<file path="src/rtl/rx_dco_cal_seq.sv">
// rx_dco_cal_seq: steps the RX DC-offset loops one channel at a time and flags RSSI overload per channel.
// Latency: settings bus outputs are registered, one cycle from host strobe to out_strobe.
// Backpressure: host writes always win the bus; a sequencer write waits for a cycle with no host strobe.
// Optional abort (host CTRL write with bit 31 while busy) is built only when DCO_CAL_ABORT_EN is defined.

`ifndef FR_DC_OFFSET_CL_EN
`define FR_DC_OFFSET_CL_EN 7'd40
`endif

module rx_dco_cal_seq #(
  parameter logic [6:0] CTRL_ADDR   = 7'd100,
  parameter logic [6:0] DCO_EN_ADDR = `FR_DC_OFFSET_CL_EN
) (
  input  logic        clock,
  input  logic        reset,
  input  logic        enable,
  input  logic [6:0]  serial_addr,
  input  logic [31:0] serial_data,
  input  logic        serial_strobe,
  input  logic [31:0] rssi_0,
  input  logic [31:0] rssi_1,
  input  logic [31:0] rssi_2,
  input  logic [31:0] rssi_3,
  output logic [6:0]  out_addr,
  output logic [31:0] out_data,
  output logic        out_strobe,
  output logic        busy,
  output logic        done,
  output logic [3:0]  fail
);

  localparam logic [2:0] S_IDLE   = 3'd0;
  localparam logic [2:0] S_WR_EN  = 3'd1;
  localparam logic [2:0] S_SETTLE = 3'd2;
  localparam logic [2:0] S_WR_DIS = 3'd3;
  localparam logic [2:0] S_NEXT   = 3'd4;
  localparam logic [2:0] S_DONE   = 3'd5;

  logic [2:0]  state_q, state_d;
  logic [1:0]  ch_q, ch_d;
  logic [19:0] cnt_q, cnt_d;
  logic        wr_done_q, wr_done_d;
  logic        start_pend_q, start_pend_d;
  logic [3:0]  cfg_mask_q, cfg_mask_d;
  logic [4:0]  cfg_exp_q, cfg_exp_d;
  logic [15:0] cfg_limit_q, cfg_limit_d;
  logic [3:0]  run_mask_q, run_mask_d;
  logic [4:0]  run_exp_q, run_exp_d;
  logic [15:0] run_limit_q, run_limit_d;
  logic [3:0]  shadow_q, shadow_d;
  logic [6:0]  out_addr_q, out_addr_d;
  logic [31:0] out_data_q, out_data_d;
  logic        out_strobe_q, out_strobe_d;
  logic        busy_q, busy_d;
  logic        done_q, done_d;
  logic [3:0]  fail_q, fail_d;

  logic        host_ctrl;
  logic        host_dco;
  logic        seq_free;
  logic        aborting;
  logic [15:0] rssi_over;
  logic [19:0] settle_last;
  logic [1:0]  first_ch;
  logic        nxt_found;
  logic [1:0]  nxt_ch;
  logic        unused_bits;

  assign host_ctrl   = serial_strobe && (serial_addr == CTRL_ADDR);
  assign host_dco    = serial_strobe && (serial_addr == DCO_EN_ADDR);
  // A pending sequencer write may go out only when the host is silent this cycle.
  assign seq_free    = !serial_strobe && !wr_done_q;
  assign settle_last = 20'((21'd1 << run_exp_q) - 21'd1);
  assign unused_bits = ^{serial_data[15:9], rssi_0[15:0], rssi_1[15:0], rssi_2[15:0], rssi_3[15:0]};

`ifdef DCO_CAL_ABORT_EN
  logic abort_q, abort_d;
  assign aborting = abort_q;
`else
  assign aborting = 1'b0;
`endif

  // Overload count of the channel currently being calibrated.
  always_comb begin
    rssi_over = rssi_0[31:16];
    case (ch_q)
      2'd1:    rssi_over = rssi_1[31:16];
      2'd2:    rssi_over = rssi_2[31:16];
      2'd3:    rssi_over = rssi_3[31:16];
      default: rssi_over = rssi_0[31:16];
    endcase
  end

  // Lowest set bit of the staged mask, and next set bit above ch in the running mask.
  always_comb begin
    first_ch  = 2'd0;
    nxt_found = 1'b0;
    nxt_ch    = 2'd0;
    for (int i = 3; i >= 0; i--) begin
      if (cfg_mask_q[i]) first_ch = 2'(i);
      if (run_mask_q[i] && (i > int'(ch_q))) begin
        nxt_found = 1'b1;
        nxt_ch    = 2'(i);
      end
    end
  end

  // Bus arbitration, control/shadow capture and sequencer FSM next state.
  always_comb begin
    state_d      = state_q;
    ch_d         = ch_q;
    cnt_d        = cnt_q;
    wr_done_d    = wr_done_q;
    start_pend_d = start_pend_q;
    cfg_mask_d   = cfg_mask_q;
    cfg_exp_d    = cfg_exp_q;
    cfg_limit_d  = cfg_limit_q;
    run_mask_d   = run_mask_q;
    run_exp_d    = run_exp_q;
    run_limit_d  = run_limit_q;
    shadow_d     = shadow_q;
    out_addr_d   = out_addr_q;
    out_data_d   = out_data_q;
    out_strobe_d = 1'b0;
    busy_d       = busy_q;
    done_d       = 1'b0;
    fail_d       = fail_q;
`ifdef DCO_CAL_ABORT_EN
    abort_d      = abort_q;
`endif

    if (serial_strobe) begin
      out_addr_d   = serial_addr;
      out_data_d   = serial_data;
      out_strobe_d = 1'b1;
    end
    // Start and abort bits overlay the top of the ovl_limit field; the word is taken as written.
    if (host_ctrl) begin
      cfg_mask_d  = serial_data[3:0];
      cfg_exp_d   = (serial_data[8:4] > 5'd20) ? 5'd20 : serial_data[8:4];
      cfg_limit_d = serial_data[31:16];
      if (serial_data[30] && !busy_q) start_pend_d = 1'b1;
    end
    if (host_dco) shadow_d = serial_data[3:0];

    case (state_q)
      S_IDLE: begin
        if (enable && start_pend_q) begin
          start_pend_d = 1'b0;
          if (cfg_mask_q != 4'd0) begin
            busy_d      = 1'b1;
            fail_d      = 4'd0;
            ch_d        = first_ch;
            run_mask_d  = cfg_mask_q;
            run_exp_d   = cfg_exp_q;
            run_limit_d = cfg_limit_q;
            wr_done_d   = 1'b0;
            state_d     = S_WR_EN;
          end else begin
            done_d = 1'b1;
          end
        end
      end
      S_WR_EN: begin
        if (seq_free) begin
          out_addr_d   = DCO_EN_ADDR;
          out_data_d   = {28'd0, shadow_q | (4'd1 << ch_q)};
          out_strobe_d = 1'b1;
          wr_done_d    = 1'b1;
        end
        if (enable && (wr_done_q || seq_free)) begin
          state_d   = S_SETTLE;
          cnt_d     = 20'd0;
          wr_done_d = 1'b0;
        end
      end
      S_SETTLE: begin
        if (enable) begin
          if (cnt_q == settle_last) begin
            fail_d[ch_q] = (rssi_over > run_limit_q);
            wr_done_d    = 1'b0;
            state_d      = S_WR_DIS;
          end else begin
            cnt_d = cnt_q + 20'd1;
          end
        end
      end
      S_WR_DIS: begin
        if (seq_free) begin
          out_addr_d   = DCO_EN_ADDR;
          out_data_d   = {28'd0, shadow_q};
          out_strobe_d = 1'b1;
          wr_done_d    = 1'b1;
        end
        if (enable && (wr_done_q || seq_free)) begin
          wr_done_d = 1'b0;
          state_d   = aborting ? S_DONE : S_NEXT;
        end
      end
      S_NEXT: begin
        if (enable) begin
          if (nxt_found) begin
            ch_d      = nxt_ch;
            wr_done_d = 1'b0;
            state_d   = S_WR_EN;
          end else begin
            state_d = S_DONE;
          end
        end
      end
      S_DONE: begin
        if (enable) begin
          done_d  = 1'b1;
          busy_d  = 1'b0;
          state_d = S_IDLE;
`ifdef DCO_CAL_ABORT_EN
          abort_d = 1'b0;
`endif
        end
      end
      default: state_d = S_IDLE;
    endcase

`ifdef DCO_CAL_ABORT_EN
    // Abort jumps straight to the restore write, unless that write is already under way.
    if (host_ctrl && serial_data[31] && busy_q && (state_q != S_DONE)) begin
      abort_d = 1'b1;
      if (state_q != S_WR_DIS) begin
        state_d   = S_WR_DIS;
        wr_done_d = 1'b0;
      end
    end
`endif
  end

  // State registers; reset drops any run in flight without a restore write.
  always_ff @(posedge clock) begin
    if (reset) begin
      state_q      <= S_IDLE;
      ch_q         <= 2'd0;
      cnt_q        <= 20'd0;
      wr_done_q    <= 1'b0;
      start_pend_q <= 1'b0;
      cfg_mask_q   <= 4'd0;
      cfg_exp_q    <= 5'd0;
      cfg_limit_q  <= 16'd0;
      run_mask_q   <= 4'd0;
      run_exp_q    <= 5'd0;
      run_limit_q  <= 16'd0;
      shadow_q     <= 4'd0;
      out_addr_q   <= 7'd0;
      out_data_q   <= 32'd0;
      out_strobe_q <= 1'b0;
      busy_q       <= 1'b0;
      done_q       <= 1'b0;
      fail_q       <= 4'd0;
`ifdef DCO_CAL_ABORT_EN
      abort_q      <= 1'b0;
`endif
    end else begin
      state_q      <= state_d;
      ch_q         <= ch_d;
      cnt_q        <= cnt_d;
      wr_done_q    <= wr_done_d;
      start_pend_q <= start_pend_d;
      cfg_mask_q   <= cfg_mask_d;
      cfg_exp_q    <= cfg_exp_d;
      cfg_limit_q  <= cfg_limit_d;
      run_mask_q   <= run_mask_d;
      run_exp_q    <= run_exp_d;
      run_limit_q  <= run_limit_d;
      shadow_q     <= shadow_d;
      out_addr_q   <= out_addr_d;
      out_data_q   <= out_data_d;
      out_strobe_q <= out_strobe_d;
      busy_q       <= busy_d;
      done_q       <= done_d;
      fail_q       <= fail_d;
`ifdef DCO_CAL_ABORT_EN
      abort_q      <= abort_d;
`endif
    end
  end

  assign out_addr   = out_addr_q;
  assign out_data   = out_data_q;
  assign out_strobe = out_strobe_q;
  assign busy       = busy_q;
  assign done       = done_q;
  assign fail       = fail_q;

endmodule
</file>
<file path="config.mk">
export PLATFORM = sky130hd
export DESIGN_NAME = rx_dco_cal_seq
export DESIGN_NICKNAME = d
export VERILOG_FILES = /design/src/rtl/rx_dco_cal_seq.sv
export SDC_FILE = /design/constraint.sdc
export NUM_CORES = 1
export LEC_CHECK = 0
export ABC_AREA = 1
export CAP_MARGIN = 20
export CORE_ASPECT_RATIO = 1.1
export CORE_MARGIN = 1
export CORE_UTILIZATION = 26
export CTS_BUF_LIST = sky130_fd_sc_hd__clkbuf_8
export DETAILED_ROUTE_END_ITERATION = 7
export HOLD_SLACK_MARGIN = 0.1
export PLACE_DENSITY = 0.6
export SETUP_SLACK_MARGIN = 0.5
export SLEW_MARGIN = 10
export SYNTH_ARGS = -nofsm -noshare
export SYNTH_HDL_FRONTEND = slang
export SYNTH_SLANG_ARGS = --single-unit
export TNS_END_PERCENT = 20
</file>
<file path="constraint.sdc">
create_clock -name clock -period 3.15 [get_ports clock]
set_input_delay 0.7875 -clock clock [delete_from_list [all_inputs] [get_ports clock]]
set_output_delay 0.7875 -clock clock [all_outputs]
set_load 0.05 [all_outputs]
</file>
# After elaboration in Yosys (flattened, before gate mapping)
# Cells that the tools add are included.
[totals]
regBits = 127
latch_bits = 0
ram_bits = 0
rom_bits = 0
input_bits = 171
output_inout_bits = 46
elab_cells = 151
mem_count = 0
[classes]
n_addsub = 2
n_mul = 0
n_div = 0
order_cmp = 7
n_eq_ne = 22
shifts = 2
n_mux = 70
bitwise_logic = 1
n_reduce_logical = 29
[op_table]
columns = ["op", "n"]
rows = [
  ["2-to-1 mux 32 bit", 3],
  ["case mux 32 bit (2 select lines)", 1],
  ["2-to-1 mux 20 bit", 3],
  ["case mux 16 bit (3 select lines)", 1],
  ["case mux 20 bit (2 select lines)", 1],
  ["2-to-1 mux 3 bit", 9],
  ["2-to-1 mux 1 bit", 25],
  ["2-to-1 mux 2 bit", 11],
  ["2-to-1 mux 7 bit", 3],
  ["adder 20 x 1 -> 20 bit (second input constant)", 1],
  ["equality test 20 bit", 1],
  ["inequality test 2 bit (second input constant)", 10],
  ["<< shifter 1 x 5 -> 20 bit (first input constant)", 1],
  ["subtractor 20 x 1 -> 20 bit (second input constant)", 1],
  ["case mux 3 bit (6 select lines)", 1],
  ["> comparator 16 bit", 1],
  ["2-to-1 mux 4 bit", 4],
  ["AND reduction 8 bit", 2],
  ["logical AND 1 bit", 10],
  ["AND reduction 5 bit", 2],
  ["case mux 4 bit (2 select lines)", 1],
  ["AND reduction 4 bit", 2],
  ["nonzero test 2 bit", 4],
  ["nonzero test 4 bit", 2],
  ["26 further kinds", 33],
]

# Depth between registers and ports, before layout
# Gate-level depths: netlist (run 1).
[depth]
ltp_word = 8
ltp_mapped = 24
mapped_depth_nobuf = 21

# Worst setup path after synthesis (run 1)
# OpenSTA, ideal clock, no wires.
[synth_path]
path_kind = "reg-to-reg"
start = "reg ch_q[1]"
end = "reg fail_q[3], in the netlist fail[3]"
setup_time_ns = 0.070
arrival_time_ns = 2.576
required_ns = 3.080
slack_ns = 0.503
stages_incl_launch_ff = 16
path_buffers = 1
synth_period_minus_slack_ns = 2.647
path_cell_list = "dfxtp_1 clkinv_1 nor2_1 clkbuf_1 a221oi_1 nand2_1 o21ai_0 inv_1 ha_1 nand2_1 or2_2 a21oi_1 nor2_1 a32oi_1 nand4_1 a21oi_1"
[synth_via]
elab_chain_len = 8
elab_cells_between_ends = 14
classes_between = "order compare (3); eq/ne (3); mux (7); reduce/logical (1)"
[synth_rtl]
columns = ["element", "line_no", "rtl"]
rows = [
  ["from (decl)", "40", "logic [1:0] ch_q, ch_d;"],
  ["from (signal assigned)", "262", "ch_q <= ch_d;"],
  ["parallel branches: the longest is 4 deep, another holds > comparator 16 bit", "-", ""],
  ["bitwise mux 4 bit (*)", "180", "fail_d[ch_q] = (rssi_over > run_limit_q);"],
  ["2-to-1 mux 4 bit (*)", "179", "if (cnt_q == settle_last) begin"],
  ["2-to-1 mux 4 bit (*)", "178", "if (enable) begin"],
  ["case mux 4 bit (2 select lines) (*)", "146", "case (state_q)"],
  ["to (signal assigned)", "278", "fail_q <= fail_d;"],
  ["to (decl)", "56", "logic [3:0] fail_q, fail_d;"],
]
# Every way passes the cells marked *. The select of a mux whose other input is x is not followed.
# A chain may end at the register's enable or synchronous reset.

# Worst setup path after layout (run 1)
[layout_path]
start = "in rssi_2[20]"
end = "reg fail_q[0], in the netlist fail[0]"
[layout_via]
elab_chain_len = 6
[layout_rtl]
columns = ["element", "line_no", "rtl"]
rows = [
  ["from (decl)", "22", "input logic [31:0] rssi_2,"],
  ["case mux 16 bit (3 select lines)", "86", "case (ch_q)"],
  ["> comparator 16 bit", "180", ""],
  ["bitwise mux 4 bit", "180", ""],
  ["2-to-1 mux 4 bit", "179", ""],
  ["2-to-1 mux 4 bit", "178", ""],
  ["case mux 4 bit (2 select lines)", "146", ""],
]
# No other way between the ends. The select of a mux whose other input is x is not followed.

==> flow_metrics.env, run 1 <==
export IMPL_status="completed"
export IMPL_tightest_slew_ns=0.843
export IMPL_remaining_drc_errors=0
export IMPL_vias=7372
export IMPL_final_cell_mix="nand2_1 (243), clkdlybuf4s50_1 (140), nor2_1 (136), dfxtp_1 (119), a21oi_1 (100)"
export IMPL_switching_share=0.399
export IMPL_hold_path_end="run_mask_q[2]"
export IMPL_ys_ff_latch=126
export IMPL_yosys_area_share_simple=0.315
export IMPL_syn_inst=1056
export IMPL_syn_avg_cell_area_um2=6.60
export IMPL_cp_top_family="compound AO/OA/AOI/OAI gates"
export IMPL_critPathBufInv=3
export IMPL_slowest_delay_ns=0.42
export IMPL_intPower_mw=3.18
export IMPL_gp_congestion=0.883
export IMPL_synth_top_family_by_area="simple AND/OR/NAND/NOR gates"
export IMPL_grt_overflow=0
export IMPL_setup_violations=0
export IMPL_cpMaxStageDelayCell="clkdlybuf4s50_1"
export IMPL_ctsHoldBuffers=0
export IMPL_rr_worst_depth=16
export IMPL_postLayoutSetupSlackWorst_ns=0.525
export IMPL_finalNetCount=1405
export IMPL_synthAdderAreaFrac=0.0323
export IMPL_fp_row_count=62
export IMPL_critical_path_required_ns=3.53
export IMPL_grt_pass1_vias=7079
export IMPL_clk_pin_slew_ns=0.08
export IMPL_power_mw=5.30
export IMPL_clkSinkCount=126
export IMPL_first_pass_iters=5
export IMPL_place_hpwl_mm=16.2
export IMPL_hold_depth=2
export IMPL_diodes=0
export IMPL_endpoint_kind="flip-flop"
export IMPL_synth_compound_area_frac=0.173
export IMPL_nFillCells=2819
export IMPL_syn2layout_area_growth_pct=41.6
export IMPL_rsz0062_at_grt="true"
export IMPL_final_common_cell="nand2_1"
export IMPL_r2r_slack_ns=0.56
export IMPL_ctsRootBufferMaster="clkbuf_8"
export IMPL_ys_warn_count=0
export IMPL_start_util=0.266
export IMPL_slew_viol_final=0
export IMPL_die_h_um=174
export IMPL_cp_max_fo=4
export IMPL_port_buffer_count=152
export IMPL_synthXorXnorAreaFrac=0.0314
export IMPL_cap_viol_max_count=0
export IMPL_grt_pass1_wl_mm=35.5
export IMPL_drt_initial_drc_count=445
export IMPL_min_period_over_period=0.833
export IMPL_finalHoldViolCount=0
export IMPL_insertion_delay_ns=0.45
export IMPL_place_ws_ns=-0.132
export IMPL_critPathKind="input port to flip-flop"
export IMPL_routed_wirelength_mm=22.4
export IMPL_cpMostUsedCell="nand2_1"
export IMPL_ant_nets=0
export IMPL_p_leak_nw=3.79
export IMPL_drt_wirelength_per_cell_um=14.2
export IMPL_cts_buffers=17
export IMPL_p_switching_mw=2.12
export IMPL_worstSetupStartpointType="input port"
export IMPL_cts_tree="built"
export IMPL_viasPerCell=4.66
export IMPL_gr_usage_all_layers=0.162
export IMPL_p_clk_frac=0.274
export IMPL_relSlewSlack=0.432
export IMPL_cp_data_arrival_time_ns=3.01
export IMPL_ys_seq_area_frac=0.362
export IMPL_finalCoreUtilization=0.377
export IMPL_reg2reg_from="ch_q[1]"
export IMPL_powerDensity_mw_per_mm2=537
export IMPL_fin_crit_ns=2.63
export IMPL_seqCellArea_mm2=0.00254
export IMPL_mappedNetlistArea_mm2=0.00697
export IMPL_die_area_mm2=0.0275
export IMPL_pwr_share_comb=0.392
export IMPL_antenna_found_initial=0
export IMPL_grt_max_degree=50
export IMPL_path_cells="clkdlybuf4s50_1, a221oi_2, nand2_1, o21ai_1, inv_1, ha_1, nand2_1, nor2_2, nand2_1, o211ai_1, nand2_1, a32oi_2, buf_4, nand4_1, a21oi_2"
export IMPL_cts_buffer_depth=2
export IMPL_sequentialPowerShare=0.334
export IMPL_coreArea_mm2=0.0262
export IMPL_synth_cell_types=41
export IMPL_hold_class="flip-flop to flip-flop"
export IMPL_hp_start="run_mask_q[2]"
export IMPL_max_freq_mhz=381
export IMPL_drive_above_1_share=0.126
export IMPL_synth_nets=1245
export IMPL_vdd_drop_max_uv=287
export IMPL_htree_num_levels=4
export IMPL_die_x_um=158
export IMPL_worst_r2r_endpoint="fail[0]"
export IMPL_finalClockSkew_ns=0.0187
export IMPL_ios=217
export IMPL_muxShareOfSynthArea=0
export IMPL_multiInputGateArea_mm2=0.00417
## per-layer routing
metal	routed length, µm	GRT usage	part of all wire	up-vias
met5	0	0	0	-
met4	481	0.0553	0.021	0
met3	1320	0.0433	0.059	32
met2	10800	0.270	0.48	177
met1	9820	0.200	0.44	3349
li1	-	-	-	3814
## logic make-up after synthesis
family | count (synthesis)
AOI/OAI and AO/OA | 221
xor gates and xnor gates | 25
adders and majority gates | 18
buffers and inverters | 147
DFF | 126
and+or+nand+nor | 519
## state kept, by name, summed over array words and instances, names as in the netlist
signal	flops
out_data	32
cnt_q	20
cfg_limit_q	16
run_limit_q	16
out_addr	7
cfg_exp_q	5
run_exp_q	5
cfg_mask_q	4
fail	4
shadow_q	4
run_mask_q	3
state_q	3
ch_q	2
busy	1
done	1
out_strobe	1
start_pend_q	1
wr_done_q	1
## power by group through the flow
stage,clock network [mW],logic [mW],registers (mW)
finish,1.45,2.08,1.77
global route,1.55,2.28,1.79
CTS,1.49,1.85,1.76
detailed placement,0,1.76,1.80
global placement,0,1.75,1.80
floorplan,0,0.928,2.00
## repair_timing
action	in CTS	in global routing
resized for setup	40	69
cloned	0	3
pin swaps	14	33
setup buffers	0	2
setup endpoints to repair	27	27
## worst max-delay path by stage
stage	to	start	depth (start not counted)
finish	fail[0]	rssi_2[20]	15
global route	fail[0]	rssi_2[20]	15
CTS	fail[2]	rssi_1[19]	15
detailed placement	fail[2]	rssi_1[18]	15
global placement	fail[2]	rssi_2[17]	15
floorplan	fail[3]	ch_q[1]	15
## worst register-to-register path, delay by kind of cell, from the launching register on
kind                     cells  cell delay, ns
buffers and inverters        4            0.51
AO/OA/AOI/OAI                6            0.84
AND/OR/NAND/NOR              5            0.53
adder cells (fa/ha/maj)      1            0.27
flip-flops                   1            0.38
## final cells by class
class                   count  share of cell area
clock buffers              17              0.0237
flip-flops and latches    126               0.257
multi-input cells         783               0.423
repair buffers            191               0.197
inverters                  97              0.0379
well taps                 352              0.0446
clock inverters            15              0.0167
## synth_stat cells
| cell type | number | area [µm²] |
|---|---|---|
| or2_2 | 2 | 12.5 |
| nand4_1 | 15 | 93.8 |
| nor3b_1 | 1 | 7.51 |
| nand3_1 | 63 | 315 |
| a32oi_1 | 1 | 8.76 |
| or4_1 | 1 | 7.51 |
| nor2_1 | 143 | 537 |
| dfxtp_1 | 126 | 2520 |
| clkinv_1 | 5 | 18.8 |
| nor2_8 | 1 | 20.0 |
| ha_1 | 18 | 225 |
| nand2_1 | 250 | 938 |
| buf_1 | 4 | 15.0 |
| o221ai_1 | 1 | 8.76 |
| o211ai_1 | 2 | 15.0 |
| a41o_1 | 1 | 10.0 |
| nor2_2 | 5 | 31.3 |
| or2_0 | 1 | 6.26 |
| buf_6 | 4 | 45.0 |
| clkbuf_1 | 37 | 139 |
| inv_2 | 8 | 30.0 |
| o22ai_1 | 4 | 25.0 |
| inv_4 | 2 | 12.5 |
| o21ai_0 | 78 | 390 |
| nor3_2 | 1 | 10.0 |
| buf_4 | 5 | 37.5 |
| o21ai_1 | 2 | 10.0 |
| a221oi_1 | 13 | 114 |
| inv_1 | 82 | 308 |
| nor4_1 | 6 | 37.5 |
| nand2_2 | 6 | 37.5 |
| nor3_1 | 18 | 90.1 |
| a31oi_1 | 6 | 37.5 |
| nand3b_1 | 4 | 30.0 |
| xor2_1 | 20 | 175 |
| a21oi_1 | 105 | 526 |
| a211oi_1 | 6 | 45.0 |
| a41oi_1 | 1 | 8.76 |
| xnor2_1 | 5 | 43.8 |
| nand3_2 | 2 | 20.0 |
| o21bai_1 | 1 | 7.51 |
## per-stage QoR
stage,TNS [ns],hold slack [ns],instances,cell area (µm²)
final,0,0.464,1581,9870
after global routing,0,0.479,1581,9870
after CTS,0,0.468,1576,9500
after detailed placement,-0.498,0.452,1544,8970
after global placement,-0.464,0.442,1544,8970
after floorplan,0,0.430,1056,6970
(Power assumes the default switching activity.)
==> run 2: changes to the inputs <==
--- a/config.mk
+++ b/config.mk
@@ -13,7 +13,7 @@
 export CTS_BUF_LIST = sky130_fd_sc_hd__clkbuf_8
 export DETAILED_ROUTE_END_ITERATION = 7
 export HOLD_SLACK_MARGIN = 0.1
-export PLACE_DENSITY = 0.6
+export PLACE_DENSITY = 0.61
 export SETUP_SLACK_MARGIN = 0.5
 export SLEW_MARGIN = 10
 export SYNTH_ARGS = -nofsm -noshare
==> constraint.sdc (replaced) <==
create_clock -name clock -period 2.3 [get_ports clock]
set_input_delay 0.575 -clock clock [delete_from_list [all_inputs] [get_ports clock]]
set_output_delay 0.575 -clock clock [all_outputs]
set_load 0.05 [all_outputs]
==> flow_metrics.env, run 2 (synthesis results as in run 1) <==
export IMPL_status="finished, violations left"
export IMPL_violations="setup timing"
export IMPL_fp_row_count=62
export IMPL_hold_depth=2
export IMPL_fin_crit_ns=2.50
export IMPL_gr_usage_all_layers=0.169
export IMPL_cp_max_fo=15
export IMPL_nFillCells=2833
export IMPL_detailed_place_area_mm2=0.00944
export IMPL_powerDensity_mw_per_mm2=721
export IMPL_grt_pass1_vias=7386
export IMPL_gp_congestion=0.857
export IMPL_power_mw=7.30
export IMPL_max_freq_mhz=400
export IMPL_vias=7562
export IMPL_final_common_cell="nand2_1"
export IMPL_largest_reg_flops=32
export IMPL_coreArea_mm2=0.0262
export IMPL_r2r_slack_ns=-0.20
export IMPL_htree_num_levels=4
export IMPL_die_area_mm2=0.0275
export IMPL_rr_worst_depth=13
export IMPL_place_ws_ns=-0.624
export IMPL_endpoint_kind="flip-flop"
export IMPL_reg2reg_from="ch_q[1]"
export IMPL_cp_data_arrival_time_ns=2.88
export IMPL_die_h_um=174
export IMPL_final_cell_mix="nand2_1 (241), nor2_1 (135), dfxtp_1 (119), a21oi_1 (101), clkdlybuf4s50_1 (100)"
export IMPL_hp_start="out_data[5]"
export IMPL_syn2layout_area_growth_pct=45.2
export IMPL_cts_tree="built"
export IMPL_vdd_drop_max_uv=380
export IMPL_design_area_mm2=0.0101
export IMPL_relSlewSlack=0.636
export IMPL_finalNetCount=1445
export IMPL_slowest_delay_ns=0.40
export IMPL_worst_r2r_endpoint="fail[2]"
export IMPL_hold_path_end="out_data[5]"
export IMPL_remaining_drc_errors=0
export IMPL_finalHoldViolCount=0
export IMPL_first_pass_iters=7
export IMPL_postLayoutSetupSlackWorst_ns=-0.201
export IMPL_ios=217
export IMPL_ant_nets=0
export IMPL_min_period_over_period=1.09
export IMPL_critical_path_required_ns=2.68
export IMPL_ctsRootBufferMaster="clkbuf_8"
export IMPL_setup_violations=27
export IMPL_cpMaxStageDelayCell="dfxtp_4"
export IMPL_grt_max_degree=57
export IMPL_finalCoreUtilization=0.386
export IMPL_viasPerCell=4.67
export IMPL_drt_initial_drc_count=468
export IMPL_critPathKind="flip-flop to flip-flop"
export IMPL_port_buffer_count=152
export IMPL_cts_buffers=17
export IMPL_clkSinkCount=126
export IMPL_rsz0062_at_grt="true"
export IMPL_path_depth=13
export IMPL_drive_above_1_share=0.191
export IMPL_clk_pin_slew_ns=0.09
export IMPL_cts_buffer_depth=2
export IMPL_grt_overflow=0
export IMPL_tightest_slew_ns=0.543
export IMPL_cp_top_family="compound AO/OA/AOI/OAI gates"
export IMPL_p_leak_nw=3.98
export IMPL_ctsHoldBuffers=0
export IMPL_diodes=0
export IMPL_routed_wirelength_mm=22.5
export IMPL_slew_viol_final=0
export IMPL_cap_viol_max_count=0
export IMPL_die_x_um=158
export IMPL_place_hpwl_mm=16.7
export IMPL_finalClockSkew_ns=0.0159
export IMPL_insertion_delay_ns=0.46
export IMPL_hold_class="flip-flop to flip-flop"
export IMPL_start_util=0.266
export IMPL_grt_pass1_wl_mm=36.8
export IMPL_worstSetupStartpointType="flip-flop"
export IMPL_critPathBufInv=3
export IMPL_antenna_found_initial=0
export IMPL_drt_wirelength_per_cell_um=13.9
export IMPL_path_cells="clkinv_4, buf_12, a221oi_2, nand2_1, o21ai_1, inv_1, ha_1, nand4_1, nor3_2, nand2_1, a32oi_2, nand4_1, a21oi_1"
==> run 2: cell types whose count changed in the layout (fill, tap and decap cells not counted), moves of 7 or more <==
| cell | before | now |
|---|---|---|
| clkdlybuf4s15_2 | 0 | 15 |
| buf_4 | 30 | 66 |
| dlymetal6s2s_1 | 11 | 2 |
| clkdlybuf4s50_1 | 140 | 100 |
| buf_2 | 0 | 20 |
| clkdlybuf4s18_2 | 0 | 9 |
| buf_12 | 3 | 10 |
==> run 2: final cells by class <==
cell class	count	area, µm²	area share
Tap cell	352	440	0.0435
Sequential cell	126	2540	0.251
Multi-Input combinational cell	783	4170	0.412
Clock inverter	14	131	0.0130
Clock buffer	18	248	0.0245
Timing Repair Buffer	231	2200	0.218
Inverter	97	387	0.0382
==> run 2: repair_timing <==
item / in CTS / in global routing
cloned: 2 / 0
endpoints found under the setup margin: 83 / 118
setup buffers: 7 / 1
endpoints found under the hold margin: 0 / 0
resized for setup: 216 / 56
pin swaps: 14 / 8
==> run 2: tightest hold or removal path: cells and delay by family, from the launching register on <==
kind	cells	cell delay [ns]
AOI/OAI and AO/OA	1	0.05
and+or+nand+nor	1	0.06
DFF	1	0.32
==> run 2: worst max path at each step <==
stage                           from      end  slack [ns]
after floorplan              ch_q[1]  fail[3]        0.06
after global placement    rssi_1[19]  fail[0]       -0.61
after detailed placement  rssi_1[19]  fail[2]       -0.62
after CTS                    ch_q[1]  fail[2]       -0.16
after global routing         ch_q[1]  fail[2]       -0.41
final                        ch_q[1]  fail[2]       -0.20
==> run 2: stage by stage <==
step                      hold WS, ns  std cells  TNS (ns)
final                           0.462       1621     -2.86
after global routing            0.460       1621     -9.35
after CTS                       0.465       1620     -2.31
after detailed placement        0.446       1579     -6.60
after global placement          0.441       1579     -5.52
after floorplan                 0.430       1056         0
==> run 2: routing by layer <==
layer	GRT usage	wire length, µm	vias to the layer above
met2	0.281	10800	207
met5	0	0	-
met1	0.206	9850	3426
met3	0.0425	1200	37
li1	-	-	3892
met4	0.0637	593	0
==> run 2: power by group <==
| part | switching [mW] | leakage [nW] | total (mW) | internal, mW |
|---|---|---|---|---|
| clock network | 1.00 | 0.189 | 1.90 | 0.901 |
| registers | 0.113 | 1.03 | 2.43 | 2.32 |
| logic | 1.76 | 2.76 | 2.97 | 1.21 |
==> run 3: changes to the inputs <==
--- a/config.mk
+++ b/config.mk
@@ -11,6 +11,7 @@
 export CORE_MARGIN = 1
 export CORE_UTILIZATION = 26
 export CTS_BUF_LIST = sky130_fd_sc_hd__clkbuf_8
+export CTS_CLUSTER_SIZE = 8
 export DETAILED_ROUTE_END_ITERATION = 7
 export HOLD_SLACK_MARGIN = 0.1
 export PLACE_DENSITY = 0.61
==> results of run 3 <==
No change in the layout: final DEF, timing and power equal those of run 2.
